`src/rtl/csr_pkg.sv`:
```
// Shared types and helpers for the CSR Avalon-MM responder.
// Holds the FSM state encoding, response codes and the byte-enable expander.
package csr_pkg;

    typedef enum logic [1:0] {
        IDLE   = 2'd0,
        ACK    = 2'd1,
        RVALID = 2'd2
    } state_e;

    localparam logic [1:0] RESP_OKAY   = 2'b00;
    localparam logic [1:0] RESP_SLVERR = 2'b10;

    // Native bus width of the register bank; other widths expand inline in the top.
    localparam int CSR_DATA_WIDTH = 32;
    localparam int CSR_BE_WIDTH   = CSR_DATA_WIDTH / 8;

    function automatic logic [CSR_DATA_WIDTH-1:0] be_to_bitmask(input logic [CSR_BE_WIDTH-1:0] be);
        logic [CSR_DATA_WIDTH-1:0] mask;
        mask = '0;
        for (int i = 0; i < CSR_BE_WIDTH; i++) begin
            mask[i*8 +: 8] = {8{be[i]}};
        end
        return mask;
    endfunction

endpackage

```
`src/rtl/csr_avmm_responder_if.sv`:
```
// Avalon-MM host-bus bundle between the sequencer host and the CSR responder.
// Handshake: a command is accepted in the single cycle WAITREQUEST is low; read data
// is valid only in the cycle READDATAVALID is high, with RESPONSE qualified alongside it.
interface csr_avmm_responder_if #(
    parameter int P_DATA_WIDTH = 32,
    parameter int P_ADDR_WIDTH = 4
);
    logic [P_ADDR_WIDTH-1:0]   AVS_ADDRESS;
    logic                      AVS_READ;
    logic                      AVS_WRITE;
    logic [P_DATA_WIDTH-1:0]   AVS_WRITEDATA;
    logic [P_DATA_WIDTH/8-1:0] AVS_BYTEENABLE;
    logic                      AVS_WAITREQUEST;
    logic [P_DATA_WIDTH-1:0]   AVS_READDATA;
    logic                      AVS_READDATAVALID;
    logic [1:0]                AVS_RESPONSE;

    modport master (
        output AVS_ADDRESS, AVS_READ, AVS_WRITE, AVS_WRITEDATA, AVS_BYTEENABLE,
        input  AVS_WAITREQUEST, AVS_READDATA, AVS_READDATAVALID, AVS_RESPONSE
    );

    modport slave (
        input  AVS_ADDRESS, AVS_READ, AVS_WRITE, AVS_WRITEDATA, AVS_BYTEENABLE,
        output AVS_WAITREQUEST, AVS_READDATA, AVS_READDATAVALID, AVS_RESPONSE
    );
endinterface

```
`src/rtl/csr_addr_decode.sv`:
```
// Word address to one-hot register select; in_range is simply "some register matched".
module csr_addr_decode #(
    parameter int P_NUM_REGS   = 8,
    parameter int P_ADDR_WIDTH = 4
) (
    input  logic [P_ADDR_WIDTH-1:0] addr_i,
    output logic [P_NUM_REGS-1:0]   select_o,
    output logic                    in_range_o
);

    always_comb begin
        select_o = '0;
        for (int k = 0; k < P_NUM_REGS; k++) begin
            if (addr_i == P_ADDR_WIDTH'(k)) begin
                select_o[k] = 1'b1;
            end
        end
        in_range_o = |select_o;
    end

endmodule

```
`src/rtl/csr_avmm_responder.sv`:
```
// Avalon-MM slave front-end for the sequencer CSR bank: decodes writes into
// single-cycle register strobes and returns read data one cycle after accept.
module csr_avmm_responder
    import csr_pkg::*;
#(
    parameter int P_NUM_REGS   = 8,
    parameter int P_DATA_WIDTH = 32,
    parameter int P_ADDR_WIDTH = 4
) (
    input  logic                             CLOCK,
    input  logic                             RESET_N,
    csr_avmm_responder_if.slave              avs,
    output logic [P_NUM_REGS-1:0]            REG_SELECT,
    output logic                             REG_WRITE,
    output logic [P_DATA_WIDTH-1:0]          REG_ENA,
    output logic [P_DATA_WIDTH-1:0]          REG_DATA,
    input  logic [P_NUM_REGS*P_DATA_WIDTH-1:0] REG_RDATA,
    output state_e                           DBG_STATE
);

    state_e                    state_q;
    logic [P_ADDR_WIDTH-1:0]   addr_q;
    logic                      is_read_q;
    logic                      waitreq_q;
    logic                      rvalid_q;
    logic [P_DATA_WIDTH-1:0]   rdata_q;
    logic [1:0]                resp_q;
    logic [P_NUM_REGS-1:0]     sel_q;
    logic                      wr_q;
    logic [P_DATA_WIDTH-1:0]   ena_q;
    logic [P_DATA_WIDTH-1:0]   data_q;

    logic [P_ADDR_WIDTH-1:0]   dec_addr;
    logic [P_NUM_REGS-1:0]     dec_sel;
    logic                      dec_in_range;
    logic [P_DATA_WIDTH-1:0]   be_mask;
    logic [P_DATA_WIDTH-1:0]   rd_mux;

    // Write strobes are registered off the live bus address at capture; the read
    // mux uses the latched address while the ACK cycle samples the register bank.
    assign dec_addr = (state_q == IDLE) ? avs.AVS_ADDRESS : addr_q;

    csr_addr_decode #(
        .P_NUM_REGS   (P_NUM_REGS),
        .P_ADDR_WIDTH (P_ADDR_WIDTH)
    ) u_decode (
        .addr_i     (dec_addr),
        .select_o   (dec_sel),
        .in_range_o (dec_in_range)
    );

    if (P_DATA_WIDTH == CSR_DATA_WIDTH) begin : g_pkg_mask
        assign be_mask = be_to_bitmask(avs.AVS_BYTEENABLE);
    end else begin : g_local_mask
        always_comb begin
            be_mask = '0;
            for (int i = 0; i < P_DATA_WIDTH / 8; i++) begin
                be_mask[i*8 +: 8] = {8{avs.AVS_BYTEENABLE[i]}};
            end
        end
    end

    // One-hot select makes the read mux an OR of gated slices; out of range yields zero.
    always_comb begin
        rd_mux = '0;
        for (int k = 0; k < P_NUM_REGS; k++) begin
            if (dec_sel[k]) begin
                rd_mux = rd_mux | REG_RDATA[k*P_DATA_WIDTH +: P_DATA_WIDTH];
            end
        end
    end

    always_ff @(posedge CLOCK or negedge RESET_N) begin
        if (!RESET_N) begin
            state_q   <= IDLE;
            addr_q    <= '0;
            is_read_q <= 1'b0;
            waitreq_q <= 1'b1;
            rvalid_q  <= 1'b0;
            rdata_q   <= '0;
            resp_q    <= RESP_OKAY;
            sel_q     <= '0;
            wr_q      <= 1'b0;
            ena_q     <= '0;
            data_q    <= '0;
        end else begin
            case (state_q)
                IDLE: begin
                    if (avs.AVS_WRITE || avs.AVS_READ) begin
                        // A simultaneous read+write is taken as a write only.
                        addr_q    <= avs.AVS_ADDRESS;
                        is_read_q <= !avs.AVS_WRITE;
                        waitreq_q <= 1'b0;
                        state_q   <= ACK;
                        if (avs.AVS_WRITE && dec_in_range) begin
                            sel_q  <= dec_sel;
                            wr_q   <= 1'b1;
                            ena_q  <= be_mask;
                            data_q <= avs.AVS_WRITEDATA;
                        end
                    end
                end
                ACK: begin
                    waitreq_q <= 1'b1;
                    sel_q     <= '0;
                    wr_q      <= 1'b0;
                    ena_q     <= '0;
                    if (is_read_q) begin
                        rdata_q  <= rd_mux;
                        resp_q   <= dec_in_range ? RESP_OKAY : RESP_SLVERR;
                        rvalid_q <= 1'b1;
                        state_q  <= RVALID;
                    end else begin
                        state_q  <= IDLE;
                    end
                end
                RVALID: begin
                    rvalid_q <= 1'b0;
                    state_q  <= IDLE;
                end
                default: begin
                    state_q <= IDLE;
                end
            endcase
        end
    end

    assign avs.AVS_WAITREQUEST   = waitreq_q;
    assign avs.AVS_READDATAVALID = rvalid_q;
    assign avs.AVS_READDATA      = rdata_q;
    assign avs.AVS_RESPONSE      = resp_q;
    assign REG_SELECT            = sel_q;
    assign REG_WRITE             = wr_q;
    assign REG_ENA               = ena_q;
    assign REG_DATA              = data_q;
    assign DBG_STATE             = state_q;

endmodule

```
`src/flat_wrapper.sv`:
```
// flat-port wrapper written by rule: the top's interface ports become plain ports
module csr_avmm_responder_flat import csr_pkg::*;
#(
    parameter int P_NUM_REGS   = 8,
    parameter int P_DATA_WIDTH = 32,
    parameter int P_ADDR_WIDTH = 4
)
  (CLOCK, RESET_N, REG_SELECT, REG_WRITE, REG_ENA, REG_DATA, REG_RDATA, DBG_STATE, avs_AVS_ADDRESS, avs_AVS_READ, avs_AVS_WRITE, avs_AVS_WRITEDATA, avs_AVS_BYTEENABLE, avs_AVS_WAITREQUEST, avs_AVS_READDATA, avs_AVS_READDATAVALID, avs_AVS_RESPONSE);
  csr_avmm_responder_if #(.P_DATA_WIDTH(P_DATA_WIDTH), .P_ADDR_WIDTH(P_ADDR_WIDTH)) avs_i ();
  input  logic CLOCK;
  input  logic RESET_N;
  output logic [P_NUM_REGS-1:0] REG_SELECT;
  output logic REG_WRITE;
  output logic [P_DATA_WIDTH-1:0] REG_ENA;
  output logic [P_DATA_WIDTH-1:0] REG_DATA;
  input  logic [P_NUM_REGS*P_DATA_WIDTH-1:0] REG_RDATA;
  output state_e DBG_STATE;
  input wire logic [$bits(avs_i.AVS_ADDRESS)-1:0] avs_AVS_ADDRESS;
  input wire logic [$bits(avs_i.AVS_READ)-1:0] avs_AVS_READ;
  input wire logic [$bits(avs_i.AVS_WRITE)-1:0] avs_AVS_WRITE;
  input wire logic [$bits(avs_i.AVS_WRITEDATA)-1:0] avs_AVS_WRITEDATA;
  input wire logic [$bits(avs_i.AVS_BYTEENABLE)-1:0] avs_AVS_BYTEENABLE;
  output wire logic [$bits(avs_i.AVS_WAITREQUEST)-1:0] avs_AVS_WAITREQUEST;
  output wire logic [$bits(avs_i.AVS_READDATA)-1:0] avs_AVS_READDATA;
  output wire logic [$bits(avs_i.AVS_READDATAVALID)-1:0] avs_AVS_READDATAVALID;
  output wire logic [$bits(avs_i.AVS_RESPONSE)-1:0] avs_AVS_RESPONSE;
  assign avs_i.AVS_ADDRESS = avs_AVS_ADDRESS;
  assign avs_i.AVS_READ = avs_AVS_READ;
  assign avs_i.AVS_WRITE = avs_AVS_WRITE;
  assign avs_i.AVS_WRITEDATA = avs_AVS_WRITEDATA;
  assign avs_i.AVS_BYTEENABLE = avs_AVS_BYTEENABLE;
  assign avs_AVS_WAITREQUEST = avs_i.AVS_WAITREQUEST;
  assign avs_AVS_READDATA = avs_i.AVS_READDATA;
  assign avs_AVS_READDATAVALID = avs_i.AVS_READDATAVALID;
  assign avs_AVS_RESPONSE = avs_i.AVS_RESPONSE;
  csr_avmm_responder #(.P_NUM_REGS(P_NUM_REGS), .P_DATA_WIDTH(P_DATA_WIDTH), .P_ADDR_WIDTH(P_ADDR_WIDTH)) u_core (.CLOCK(CLOCK), .RESET_N(RESET_N), .avs(avs_i), .REG_SELECT(REG_SELECT), .REG_WRITE(REG_WRITE), .REG_ENA(REG_ENA), .REG_DATA(REG_DATA), .REG_RDATA(REG_RDATA), .DBG_STATE(DBG_STATE));
endmodule
```
`config.mk`:
```
export PLATFORM = sky130hd
export DESIGN_NAME = csr_avmm_responder_flat
export DESIGN_NICKNAME = d
export VERILOG_FILES = /design/src/rtl/csr_pkg.sv /design/src/rtl/csr_avmm_responder_if.sv /design/src/rtl/csr_addr_decode.sv /design/src/rtl/csr_avmm_responder.sv /design/src/flat_wrapper.sv
export SDC_FILE = /design/constraint.sdc
export NUM_CORES = 1
export LEC_CHECK = 0
export ABC_AREA = 1
export BUFFER_PORTS_ARGS = -buffer_cell sky130_fd_sc_hd__buf_2
export CORE_AREA = 8 8 155 157
export DETAILED_ROUTE_END_ITERATION = 8
export DIE_AREA = 0 0 163 165
export GPL_TIMING_DRIVEN = 0
export PLACE_DENSITY = 0.61
export SYNTH_ARGS = -nofsm -noshare
export SYNTH_HDL_FRONTEND = slang
export SYNTH_HIERARCHICAL = 1
export SYNTH_SLANG_ARGS = --single-unit
```
`constraint.sdc`:
```
create_clock -name CLOCK -period 4.34 [get_ports CLOCK]
set_input_delay 0.434 -clock CLOCK [delete_from_list [all_inputs] [get_ports CLOCK]]
set_output_delay 0.434 -clock CLOCK [all_outputs]
set_load 0.05 [all_outputs]
```
# == Yosys cells after proc, flatten, opt, wreduce, memory -nomap -nowiden ==
# Index checks and enable logic that the tools add are counted.
# word_totals
reg_bits,116
wordCells,78
# op_classes
n_eq_ne,12
muxes,34
bitwise,7
n_reduce_logical,14
# op_table
cell,count
$mux 32,10
$or 32x32->32,7
$pmux 32 s2,1
$eq 4x3->1 const B,4
$mux 8,2
$pmux 8 s2,1
$mux 1,12
$eq 4x2->1 const B,2
$reduce_and 2->1,4
$reduce_or 8->1,1
$mux 2,3
$pmux 1 s2,3
$reduce_and 3->1,2
$eq 4x1->1 const B,1
$logic_not 4->1,1
$mux 4,1
$ne 2x2->1 const B,2
$pmux 2 s2,1
$reduce_bool 2->1,2
$eq 2x1->1 const B,1
$eq 2x2->1 const B,1
$logic_not 2->1,1
$ne 2x1->1 const B,1
$logic_and 1x1->1,1
other kinds (2),2

# == Logic depth before layout (Yosys ltp) ==
# logic_depth
ltp_word,19
mapped_depth,14
mapped_depth_nobuf,12

# == By module ==
# The synthesis kept the hierarchy.
# by_module_without_submodules
mod,instances,cells_per_inst,area_per_inst_um2,seq_area_each_um2
csr_avmm_responder,1,900,5788.1,2178.3
csr_addr_decode,1,18,72.6,0.0

# == Worst setup path before layout ==
# Ideal clock, no wire load.
# synth_timing
path_type,flip-flop to flip-flop
start,register u_core.state_q[0] (netlist: u_core/DBG_STATE[0])
end,register u_core.rdata_q[0] (netlist: u_core/avs.AVS_READDATA[0])
setup_ns,0.113
arrival_ns,2.001
path_slack_ns,2.226
path_stages_with_launch,15
n_path_buf,2
period_less_slack_ns,2.114
path_cell_list,dfrtp_1 -> nor2_2 -> nor2_1 -> a21oi_1 -> inv_1 -> nand2_2 -> nor2_1 -> buf_2 -> buf_2 -> nand2_1 -> nand2_1 -> nor2_1 -> nand3_1 -> nand2_1 -> inv_1
# synth_between
elab_chain_len,19
# synth_rtl
element,line,rtl
"start, declared",csr_avmm_responder.sv:21,state_e state_q;
"start signal, assigned",csr_avmm_responder.sv:75,state_q <= IDLE;
"start signal, assigned",csr_avmm_responder.sv:94,state_q <= ACK;
"start signal, assigned",csr_avmm_responder.sv:112,state_q <= RVALID;
$logic_not 2->1 (*),csr_avmm_responder.sv:41,assign dec_addr = (state_q == IDLE) ? avs.AVS_ADDRESS : addr_q;
$mux 4 (*),csr_avmm_responder.sv:41,
net u_core.dec_addr[2],csr_avmm_responder.sv:33,logic [P_ADDR_WIDTH-1:0] dec_addr;
$logic_not 4->1 (*),csr_addr_decode.sv:14,if (addr_i == P_ADDR_WIDTH'(k)) begin
$mux 1 (*),csr_addr_decode.sv:14,
net u_core.dec_sel[0],csr_avmm_responder.sv:34,logic [P_NUM_REGS-1:0] dec_sel;
$mux 32 (*),csr_avmm_responder.sv:67,if (dec_sel[k]) begin
$or 32x32->32,csr_avmm_responder.sv:68,rd_mux = rd_mux | REG_RDATA[k*P_DATA_WIDTH +: P_DATA_WIDTH];
[... 5 more ...],-,
$or 32x32->32,csr_avmm_responder.sv:68,
$mux 32 (*),csr_avmm_responder.sv:67,
$or 32x32->32,csr_avmm_responder.sv:68,
$mux 32 (*),csr_avmm_responder.sv:67,
$or 32x32->32,csr_avmm_responder.sv:68,
$mux 32 (*),csr_avmm_responder.sv:67,
$or 32x32->32,csr_avmm_responder.sv:68,
$mux 32 (*),csr_avmm_responder.sv:67,
"end signal, assigned",csr_avmm_responder.sv:109,rdata_q <= rd_mux;
"end, declared",csr_avmm_responder.sv:26,logic [P_DATA_WIDTH-1:0] rdata_q;
# The timed path passes the listed nets; every way through them passes the cells marked *.
# A chain may end at the register's enable or synchronous reset.

# == Worst setup path after layout ==
# layout_timing
start,register u_core.state_q[0] (netlist: u_core/DBG_STATE[0])
end,register u_core.rdata_q[13] (netlist: u_core/avs.AVS_READDATA[13])
# layout_lines
element,line
$logic_not 2->1,csr_avmm_responder.sv:41
$mux 4,csr_avmm_responder.sv:41
net u_core.dec_addr[0],csr_avmm_responder.sv:33
$eq 4x3->1,csr_addr_decode.sv:14
$mux 1,csr_addr_decode.sv:14
net u_core.dec_sel[7],csr_avmm_responder.sv:34
$mux 32,csr_avmm_responder.sv:67
# The timed path passes the listed nets, and every way through them passes these cells.

==> impl_metrics.py <==
metrics = {
    "critical_path": {
        "cp_max_fo": 10,
        "reg2reg_depth": 11,
        "endpoint": "u_core/avs.AVS_READDATA[13]",
        "r2r-start": "u_core/DBG_STATE[0]",
        "timing.rr.end": "u_core/avs.AVS_READDATA[13]",
        "end_kind": "flop",
        "critPathKind": "reg2reg",
        "critPathLaunch": "u_core/DBG_STATE[0]",
        "r2r_slack_ps": 1820,
        "crit_path_start_kind": "flop",
        "cp.required_ps": 4600,
        "arrival_ps": 2790,
    },
    "grt": {
        "overflow": 0,
        "grt_pass1_vias": 7322,
        "grt_max_degree": 47,
        "antenna_found_initial": 3,
        "grt_pass1_wl_um": 40600,
        "grt_usage_pct": 19.9,
    },
    "run_status": {
        "status": "finished, final reports clean",
    },
    "power": {
        "vdd_drop_max_mv": 0.279,
        "power_density_nw_per_um2": 865,
        "clockPowerShare_pct": 11.2,
        "p_leak_uw": 0.00539,
        "seq_power_share_pct": 19.6,
        "internal_power_uw": 3140,
        "pwr-share-comb_pct": 69.2,
        "p_sw_uw": 4300,
        "switching_share_pct": 57.8,
    },
    "sta": {
        "slew_viol_final": 0,
        "hold_slack_ps": 108,
        "hold_violations": 0,
        "max_slew_margin_pct": 58.5,
        "period_needed_ps": 2520,
        "skew_ps": 9.98,
        "setup_tns_ps": 0,
        "rsz0062_at_grt": "false",
        "finalSetupViolCount": 0,
        "worst_pin_slew_ps": 622,
        "clock.fmax_mhz": 396,
        "finalCritPeriodShare_pct": 58.1,
    },
    "synth": {
        "syn-cell-area_sq_um": 5860,
        "syn_area_per_cell_sq_um": 6.38,
        "synth_fp_nets": 1218,
        "synthTopCellsByArea": "dfrtp_1 37%, nand2_1 28%, nand3_1 9.4%",
        "yosys.area.top_type_share_pct": 36.7,
        "yosysTopAreaCell": "dfrtp_1",
        "yosysWarnings": 6,
        "synth_seq_cells": 87,
        "yosysUniqueCellTypes": 25,
        "syn_inst": 918,
        "yosysSeqAreaShare_pct": 37.2,
    },
    "cts": {
        "post_cts_buffers": 0,
        "insertion_delay_ps": 340,
        "path_clk_slew_ps": 70,
        "cts_buffers": 9,
        "cts_tree": "built",
        "cts-resized-gates": 0,
        "clockBufferDepth": 2,
        "cts_hold_buf": 0,
        "htree_levels": 3,
        "cts_sinks": 87,
        "clock-root-buffer": "clkbuf_16",
    },
    "flow_run": {
        "drv_cap": 0,
    },
    "detailed_routing": {
        "first_pass_iters": 5,
        "drc": 0,
        "wirelength_um": 28000,
        "drt-initial-drc-count": 396,
        "vias": 7185,
        "drt-vias-per-instance": 4.43,
        "drtAntennaViolNets": 0,
        "wl_per_cell_um": 17.2,
    },
    "die": {
        "dieWidth_um": 163,
        "die_area_sq_um": 26900,
        "row_count": 54,
        "initial_core_util_pct": 27.3,
        "die_h_um": 165,
        "core_sq_um": 21500,
        "io_pins": 411,
    },
    "place": {
        "dp_hpwl_um": 23200,
        "dp.cells": 1608,
        "place_congestion": 0.900,
        "numPortBuffers": 409,
        "place_area_sq_um": 8290,
    },
    "layout": {
        "finalNetCount": 1639,
        "syn2layout_area_growth_pct": 46.7,
        "postLayoutCellArea_sq_um": 8600,
        "drive_gt1_share_pct": 39.6,
        "utilization_pct": 40.0,
        "finalNonFillerCells": 1623,
        "antenna_cells": 0,
    },
    "min_path": {
        "hp-class": "in2async",
    },
}
## flip-flops by register name, summed over array words and instances, names as in the netlist
name                          cells
u_core/REG_DATA                  32
u_core/avs.AVS_READDATA          32
u_core/REG_SELECT                 8
u_core/REG_ENA                    4
u_core/addr_q                     4
u_core/DBG_STATE                  2
u_core/REG_WRITE                  1
u_core/avs.AVS_READDATAVALID      1
u_core/avs.AVS_RESPONSE           1
u_core/avs.AVS_WAITREQUEST        1
u_core/is_read_q                  1
## placed cells by master (no fill, tap or decap), drive strengths merged, types with 2 or more instances in the layout
cell type	Yosys	layout
or2	11	11
inv	65	66
clkinv	0	2
dfrtp	86	86
nand2	436	436
nor2	89	89
buf	80	490
nand3	112	112
a21boi	21	21
bufinv	0	2
a21oi	4	4
clkbuf	3	13
o21ai	9	9
## power groups by stage
stage	combinational, uW	clock, uW	sequential (uW)
floorplan	2440	0	2760
global placement	5160	0	1460
detailed placement	5200	0	1480
CTS	5210	860	1460
global route	5570	892	1510
finish	5150	833	1460
## routing by layer
metal  track usage [%]  wire length, um  vias up
met5                 0               36        -
met4              5.59              454        6
met3              6.11             2670       32
met2              36.1            14000      332
met1              22.0            10800     3202
li1                  -                -     3613
## Yosys cell counts (all sizes together)
| library cell | count |
|---|---|
| dfrtp | 86 |
| nand3 | 112 |
| buf | 80 |
| nor2 | 89 |
| a21oi | 4 |
| dfstp | 1 |
| inv | 65 |
| a21boi | 21 |
| conb | 1 |
| clkbuf | 3 |
| o21ai | 9 |
| nand2 | 436 |
| or2 | 11 |
## per-stage QoR
step / worst slack (ps) / total power (uW)
2_1_floorplan: 2230 / 5200
3_3_place_gp: 1820 / 6620
3_5_place_dp: 1810 / 6680
4_1_cts: 1790 / 7540
5_1_grt: 1560 / 7980
6_report: 1820 / 7440
## cells by family after synthesis
family / share of synthesized area, %
other: 0.0640
flip-flops: 37.2
buffers and inverters: 13.1
AO/OA/AOI/OAI: 4.76
AND/OR/NAND/NOR: 44.9
## area by class of cell
| type | count | area [sq um] |
|---|---|---|
| well taps | 280 | 350 |
| fillers | 2312 | 12900 |
| clock inverters | 5 | 82.6 |
| multi-input cells | 683 | 2910 |
| inverters | 65 | 244 |
| clock buffers | 10 | 229 |
| repair buffers | 410 | 2080 |
| plain buffers | 83 | 526 |
| flip-flops and latches | 87 | 2180 |
## worst min path at each step
stage | from | endpoint | slack (ps) | cells past startpoint
finish | RESET_N | u_core/REG_DATA[6] | 110 | 1
CTS | RESET_N | u_core/REG_DATA[6] | 120 | 1
global route | RESET_N | u_core/REG_DATA[10] | 150 | 1
detailed placement | u_core/REG_DATA[1] | u_core/REG_DATA[1] | 450 | 2
global placement | u_core/REG_DATA[22] | u_core/REG_DATA[22] | 450 | 2
floorplan | RESET_N | u_core/DBG_STATE[0] | 140 | 0
## critical path, cell delays in order, from the launching register on
cell      delay [ps]
dfrtp_1          480
nor2_2           340
nor2_1            70
a21oi_1          240
nand2_1          120
nor2_1           110
buf_2            210
buf_2            360
nand2_1          210
nand3_1          120
nor2_1            40
a21boi_0         140
No activity file was read; power rests on OpenSTA's default activity.
